## config.mk

```make
export PLATFORM = sky130hd
export DESIGN_NAME = axis_reg_slice_flat
export DESIGN_NICKNAME = d
export VERILOG_FILES = /design/src/rtl/axis_reg_slice_pkg.sv /design/src/rtl/axis_if.sv /design/src/rtl/axis_reg_slice.sv /design/src/flat_wrapper.sv
export SDC_FILE = /design/constraint.sdc
export NUM_CORES = 1
export LEC_CHECK = 0
export CORE_MARGIN = 2
export CORE_UTILIZATION = 41
export DETAILED_ROUTE_END_ITERATION = 8
export GPL_TIMING_DRIVEN = 0
export PLACE_DENSITY = 0.8
export SLEW_MARGIN = 15
export SYNTH_ARGS = -nofsm -noshare
export SYNTH_HDL_FRONTEND = slang
export SYNTH_SLANG_ARGS = --single-unit
```

## constraint.sdc

```tcl
create_clock -name clk -period 1.4 [get_ports clk]
set_input_delay 0.28 -clock clk [delete_from_list [all_inputs] [get_ports clk]]
set_output_delay 0.28 -clock clk [all_outputs]
set_load 0.05 [all_outputs]
```

## src/rtl/axis_reg_slice_pkg.sv

```systemverilog
// Shared definitions for the AXI-Stream register slice: default payload width,
// occupancy encoding and the handshake helper.
package axis_reg_slice_pkg;

    localparam int AXIS_TDATA_WIDTH_DEFAULT = 32;

    // How many beats the slice currently holds (skid build uses all three).
    typedef enum logic [1:0] {
        OCC_EMPTY = 2'd0,
        OCC_MAIN  = 2'd1,
        OCC_FULL  = 2'd2
    } occupancy_t;

    function automatic logic fire(input logic valid, input logic ready);
        return valid && ready;
    endfunction

    function automatic occupancy_t occupancy(input logic main_valid, input logic skid_valid);
        if (skid_valid) begin
            return OCC_FULL;
        end
        if (main_valid) begin
            return OCC_MAIN;
        end
        return OCC_EMPTY;
    endfunction

endpackage

```

## src/rtl/axis_if.sv

```systemverilog
// Minimal AXI-Stream bundle: tvalid/tdata flow from the m side, tready from the s side.
interface axis_if #(
    parameter int TDATA_WIDTH = axis_reg_slice_pkg::AXIS_TDATA_WIDTH_DEFAULT
) ();

    logic                   tvalid;
    logic                   tready;
    logic [TDATA_WIDTH-1:0] tdata;

    modport m (output tvalid, output tdata, input tready);
    modport s (input tvalid, input tdata, output tready);

endinterface

```

## src/rtl/axis_reg_slice.sv

```systemverilog
// Single-stage AXI-Stream register slice with synchronous flush (invalidate).
// Define AXIS_SLICE_SKID_EN to add a skid entry and make upstream tready fully registered.
module axis_reg_slice
    import axis_reg_slice_pkg::*;
(
    input  logic clk,
    input  logic rst,
    axis_if.s    axis_sif,
    axis_if.m    axis_mif,
    input  logic invalidate
);

    localparam int W = $bits(axis_mif.tdata);

    logic         valid_q;
    logic         valid_next;
    logic [W-1:0] data_q;
    logic [W-1:0] data_next;
    logic         accept;
    logic         drain;

    // Flush masks delivery combinationally; the held payload itself is left alone.
    assign axis_mif.tvalid = valid_q && !invalidate;
    assign axis_mif.tdata  = data_q;

    assign accept = fire(axis_sif.tvalid, axis_sif.tready);
    assign drain  = fire(axis_mif.tvalid, axis_mif.tready);

`ifdef AXIS_SLICE_SKID_EN

    logic         skid_valid_q;
    logic         skid_valid_next;
    logic [W-1:0] skid_data_q;
    logic [W-1:0] skid_data_next;

    assign axis_sif.tready = !skid_valid_q && !invalidate;

    always_comb begin
        valid_next      = valid_q;
        data_next       = data_q;
        skid_valid_next = skid_valid_q;
        skid_data_next  = skid_data_q;
        if (invalidate) begin
            valid_next      = 1'b0;
            skid_valid_next = 1'b0;
        end else begin
            case (occupancy(valid_q, skid_valid_q))
                OCC_EMPTY: begin
                    if (accept) begin
                        valid_next = 1'b1;
                        data_next  = axis_sif.tdata;
                    end
                end
                OCC_MAIN: begin
                    if (drain) begin
                        valid_next = accept;
                        if (accept) begin
                            data_next = axis_sif.tdata;
                        end
                    end else if (accept) begin
                        skid_valid_next = 1'b1;
                        skid_data_next  = axis_sif.tdata;
                    end
                end
                default: begin
                    // Both entries full: tready is low, so only a drain can happen.
                    if (drain) begin
                        data_next       = skid_data_q;
                        skid_valid_next = 1'b0;
                    end
                end
            endcase
        end
    end

    always_ff @(posedge clk) begin
        if (rst) begin
            valid_q      <= 1'b0;
            data_q       <= '0;
            skid_valid_q <= 1'b0;
            skid_data_q  <= '0;
        end else begin
            valid_q      <= valid_next;
            data_q       <= data_next;
            skid_valid_q <= skid_valid_next;
            skid_data_q  <= skid_data_next;
        end
    end

`else

    // Ready looks through to the consumer so a full slice can refill while draining.
    assign axis_sif.tready = (!valid_q || axis_mif.tready) && !invalidate;

    always_comb begin
        valid_next = valid_q;
        data_next  = data_q;
        if (invalidate) begin
            valid_next = 1'b0;
        end else if (accept) begin
            valid_next = 1'b1;
            data_next  = axis_sif.tdata;
        end else if (drain) begin
            valid_next = 1'b0;
        end
    end

    always_ff @(posedge clk) begin
        if (rst) begin
            valid_q <= 1'b0;
            data_q  <= '0;
        end else begin
            valid_q <= valid_next;
            data_q  <= data_next;
        end
    end

`endif

endmodule

```

## src/flat_wrapper.sv

```systemverilog
// flat-port wrapper written by rule: the top's interface ports become plain ports
module axis_reg_slice_flat import axis_reg_slice_pkg::*;
  (clk, rst, invalidate, axis_sif_tvalid, axis_sif_tdata, axis_sif_tready, axis_mif_tvalid, axis_mif_tdata, axis_mif_tready);
  axis_if #(.TDATA_WIDTH(32)) axis_sif_i ();
  axis_if #(.TDATA_WIDTH(32)) axis_mif_i ();
  input  logic clk;
  input  logic rst;
  input  logic invalidate;
  input wire logic [$bits(axis_sif_i.tvalid)-1:0] axis_sif_tvalid;
  input wire logic [$bits(axis_sif_i.tdata)-1:0] axis_sif_tdata;
  output wire logic [$bits(axis_sif_i.tready)-1:0] axis_sif_tready;
  output wire logic [$bits(axis_mif_i.tvalid)-1:0] axis_mif_tvalid;
  output wire logic [$bits(axis_mif_i.tdata)-1:0] axis_mif_tdata;
  input wire logic [$bits(axis_mif_i.tready)-1:0] axis_mif_tready;
  assign axis_sif_i.tvalid = axis_sif_tvalid;
  assign axis_sif_i.tdata = axis_sif_tdata;
  assign axis_sif_tready = axis_sif_i.tready;
  assign axis_mif_tvalid = axis_mif_i.tvalid;
  assign axis_mif_tdata = axis_mif_i.tdata;
  assign axis_mif_i.tready = axis_mif_tready;
  axis_reg_slice u_core (.clk(clk), .rst(rst), .axis_sif(axis_sif_i), .axis_mif(axis_mif_i), .invalidate(invalidate));
endmodule
```

* Yosys cells after proc, flatten, opt, wreduce, memory -nomap -nowiden
Index checks and enable logic that the tools add are counted.
** Storage, ports and cells
- Word-level logic and storage cells :: 15
- Memories :: 0
- Bits of input ports :: 37
- Bits in writable memories :: 0
- Output and inout bits :: 34
- Register bits after elaboration :: 33
- Bits in read-only memories :: 0
- Bits in latches :: 0
** Cells by class
- Add/sub/neg operators :: 0
- Mux-type cells :: 2
- Reductions and logical operators :: 10
- Eq/ne operators :: 0
- Multiply operators :: 0
- Bitwise operators :: 1
- Order comparisons :: 0
- Shifts and indexed selects :: 0
- Div/mod/pow operators :: 0
** Operators by type and width (number)
- $logic_and 1x1->1 :: 4
- $logic_not 1->1 :: 2
- $mux 1 :: 2
- $reduce_and 2->1 :: 1
- $reduce_bool 2->1 :: 1
- $reduce_or 2->1 :: 1
- $logic_or 1x1->1 :: 1
- $not 1->1 :: 1

* Logic depth before layout (Yosys ltp)
- Depth in word-level cells :: 5
- Depth in mapped cells :: 5
- Mapped depth without buffers :: 3

* Worst setup path after synthesis
OpenSTA, ideal clock, no wires.
- Kind :: register -> output
- Start point :: register u_core.valid_q
- End point :: output port axis_sif_tready
- Path slack :: 0.064 ns
- Arrival time :: 1.056 ns
- Cell stages (with the launch flop) :: 3
- Path through :: dfxtp_1 nor2b_4 nor2_1
** Between the ends
- Cells in the longest elaborated chain, start to end :: 3
** RTL lines
- from (decl) :: line axis_reg_slice.sv:15 : logic valid_q;
- from (signal assigned) :: line axis_reg_slice.sv:113 : valid_q <= valid_next;
- $logic_not 1->1 :: line axis_reg_slice.sv:93 : assign axis_sif.tready = (!valid_q || axis_mif.tready) && !invalidate;
- $logic_or 1x1->1 :: line axis_reg_slice.sv:93
- $logic_and 1x1->1 :: line axis_reg_slice.sv:93
- to (decl) :: line flat_wrapper.sv:11 : output wire logic [$bits(axis_sif_i.tready)-1:0] axis_sif_tready;
Every way passes these cells.

* Worst setup path in the final report
- Start point :: register u_core.data_q[6] (netlist: u_core.axis_mif.tdata[6])
- End point :: output port axis_mif_tdata[6]
** RTL lines
- from (decl) :: line axis_reg_slice.sv:17 : logic [W-1:0] data_q;
- from (signal assigned) :: line axis_reg_slice.sv:114 : data_q <= data_next;
- to (decl) :: line flat_wrapper.sv:13 : output wire logic [$bits(axis_mif_i.tdata)-1:0] axis_mif_tdata;
No word-level cell between the ends.

==> results_dict.tcl <==
set metrics [dict create \
    status "finished, final reports clean" \
    cts_max_level 2 \
    fin_util_pct 65.06 \
    hpwlAfterDp_um 2756 \
    cts_tree "yes" \
    cp_cell_sequence "clkdlybuf4s15_2" \
    row_count 22 \
    start_util_pct 42.30 \
    critPathRequiredTime_ns 1.12 \
    cts_hold_buf 0 \
    end_kind "output port" \
    postCtsSetupRepairBufs 0 \
    synth-seq-cells 33 \
    clkLatencyLatePin_ns 0.28 \
    syn2layout_area_growth_pct 53.81 \
    grt_start_max_net_pins 11 \
    crit_fanout 2 \
    synth_top_cells_by_area "dfxtp_1 43%, nand2b_1 26%, mux2i_1 21%" \
    whs_ns 0.3236 \
    port-buffer-count 69 \
    path_clk_slew_ns 0.06 \
    yosysMostFrequentCell "nand2b_1" \
    critPathArrivalTime_ns 1.02 \
    tightest_slew_ns 0.3482 \
    p_sw_uw 641.1 \
    grt_pass1_wl_um 5982 \
    hold_class "in -> reg" \
    grt_antenna_before_repair 0 \
    cp_slowest_cell "clkdlybuf4s15_2" \
    synth_edf_count 0 \
    drc 0 \
    p_int_uw 1587 \
    max_clock_freq_mhz 771.3 \
    core_um2 3606 \
    rsz0062_at_grt "false" \
    dr_total_vias 1249 \
    setup.worst_path.class "reg -> out" \
    seq_area_frac_synth_pct 43.31 \
    netlist_area_um2 1525 \
    wl_per_cell_um 13.49 \
    cts_buffer_depth 2 \
    synth.distinct_cells 12 \
    cpPeakStageDelay_ns 0.38 \
    hold_viol 0 \
    grt_pass1_vias 1321 \
    place_area_um2 2276 \
    switching_share_pct 28.77 \
    path_delay_family "buffers and inverters" \
    grt_remaining_overflow 0 \
    syn_inst 146 \
    fin_crit_sh_pct 92.61 \
    period_minus_slack_ns 1.297 \
    grt.total_usage_pct 18.85 \
    netlist.area_leader.share_pct 43.31 \
    p_leak_uw 0.0009075 \
    yosysTopAreaCell "dfxtp_1" \
    drive_gt1_share_pct 21.52 \
    slew_headroom_pct 76.79 \
    vias_per_cell 4.609 \
    routed_wl_um 3655 \
    syn_nets 183 \
    ys_warn_count 0 \
    final_cell_area_um2 2346 \
    io_pins 71 \
    comb_power_share_pct 24.4 \
    seq_power_share_pct 45.5 \
    clkPwrFrac_pct 30.1 \
    gp_congestion 0.7218 \
    die_h_um 64.99 \
    ir_drop_v 0.0006614 \
    finalMaxSlewViolations 0 \
    multi_input_area_um2 770.7 \
    cts-root-buf "clkbuf_8" \
    skew_ns 0.001192 \
    critPathLaunchType "flip-flop" \
    seq_area_um2 660.6 \
    die_w_um 64.99 \
    avgSynthCellArea_um2 10.45 \
    dieArea_um2 4224 \
    clock-sinks 33 \
    setup_viol 0 \
    power.density_nw_per_um2 949.8 \
    diodes 0 \
    drtIter0Drc 30 \
    fillers 313 \
    drv_cap 0 \
    async_flop_share_pct 0 \
    synth_common_cells "64 x nand2b_1, 33 x dfxtp_1, 32 x mux2i_1" \
    drt_pass1_iterations 4 \
    nets 259 \
    final_antenna_net_count 0 \
    synth-main-ff-cell "dfxtp_1" \
    crit_buf_inv 1 \
    cts_made_buffers 5 \
]
## power by group through the flow
stage	logic (uW)	clock network, uW	registers, uW
floorplan	172	0	1200
global placement	556	0	1030
detailed placement	569	0	1030
CTS	557	687	1010
global route	574	737	1020
finish	544	670	1010
## logic make-up (layout without fill, tap and decap cells)
family	count (synthesis)	count (layout)	share of synthesized area, %
buffers and inverters	11	88	6.480
DFF	33	33	43.31
muxes	32	32	21.00
and+or+nand+nor	70	70	29.20
## registers in the layout, indices dropped and copies added, names as in the netlist
| signal | count |
|---|---|
| u_core.valid_q | 1 |
| u_core.axis_mif.tdata | 32 |
## path summary, 6_finish.rpt
kind	from	endpoint	slack, ns	cells past startpoint
min	invalidate	u_core.valid_q	0.32	2
max reg2reg	u_core.valid_q	u_core.axis_mif.tdata[3]	0.19	5
min reg2reg	u_core.axis_mif.tdata[12]	u_core.axis_mif.tdata[12]	0.47	2
max	u_core.axis_mif.tdata[6]	axis_mif_tdata[6]	0.10	1
## stage by stage
stage               power, uW  cells  setup slack [ns]    TNS, ns
floorplan                1369    146           0.06446          0
global placement         1587    263           -0.6013     -7.091
detailed placement       1603    263           -0.6413     -7.530
CTS                      2259    271         -0.009720  -0.009720
global route             2331    271           0.05603          0
finish                   2228    271            0.1034          0
## final cells by class
cell class	instances	share of cell area (%)
sequential	33	28.16
tap	48	2.560
clock buffer	8	3.413
buffer	11	4.213
multi-input combinational	102	32.85
timing repair buffer	69	28.80
## routing by layer
metal  vias to the layer above  GRT usage, %  wire length, um
li1                        618             -                -
met1                       583         20.28             1494
met2                        41         34.02             1872
met3                         7         3.993              214
met4                         0         10.37               74
met5                         -             0                0
## placed cells by master (no fill, tap or decap), types with 2 or more instances in the layout
master / instances
clkbuf_8: 5
dlymetal6s2s_1: 2
clkbuf_1: 9
buf_6: 3
mux2i_1: 32
clkbuf_2: 10
dfxtp_1: 33
clkdlybuf4s50_1: 33
buf_12: 3
nand2b_1: 64
clkdlybuf4s15_2: 22
## repair_timing
| action | CTS | global route |
|---|---|---|
| setup endpoints to repair | 34 | 12 |
| gates resized for setup | 100 | 14 |
| gates cloned | 0 | 0 |
| hold endpoints to repair | 0 | 0 |
Note: power is estimated with default switching activity, not from simulation.
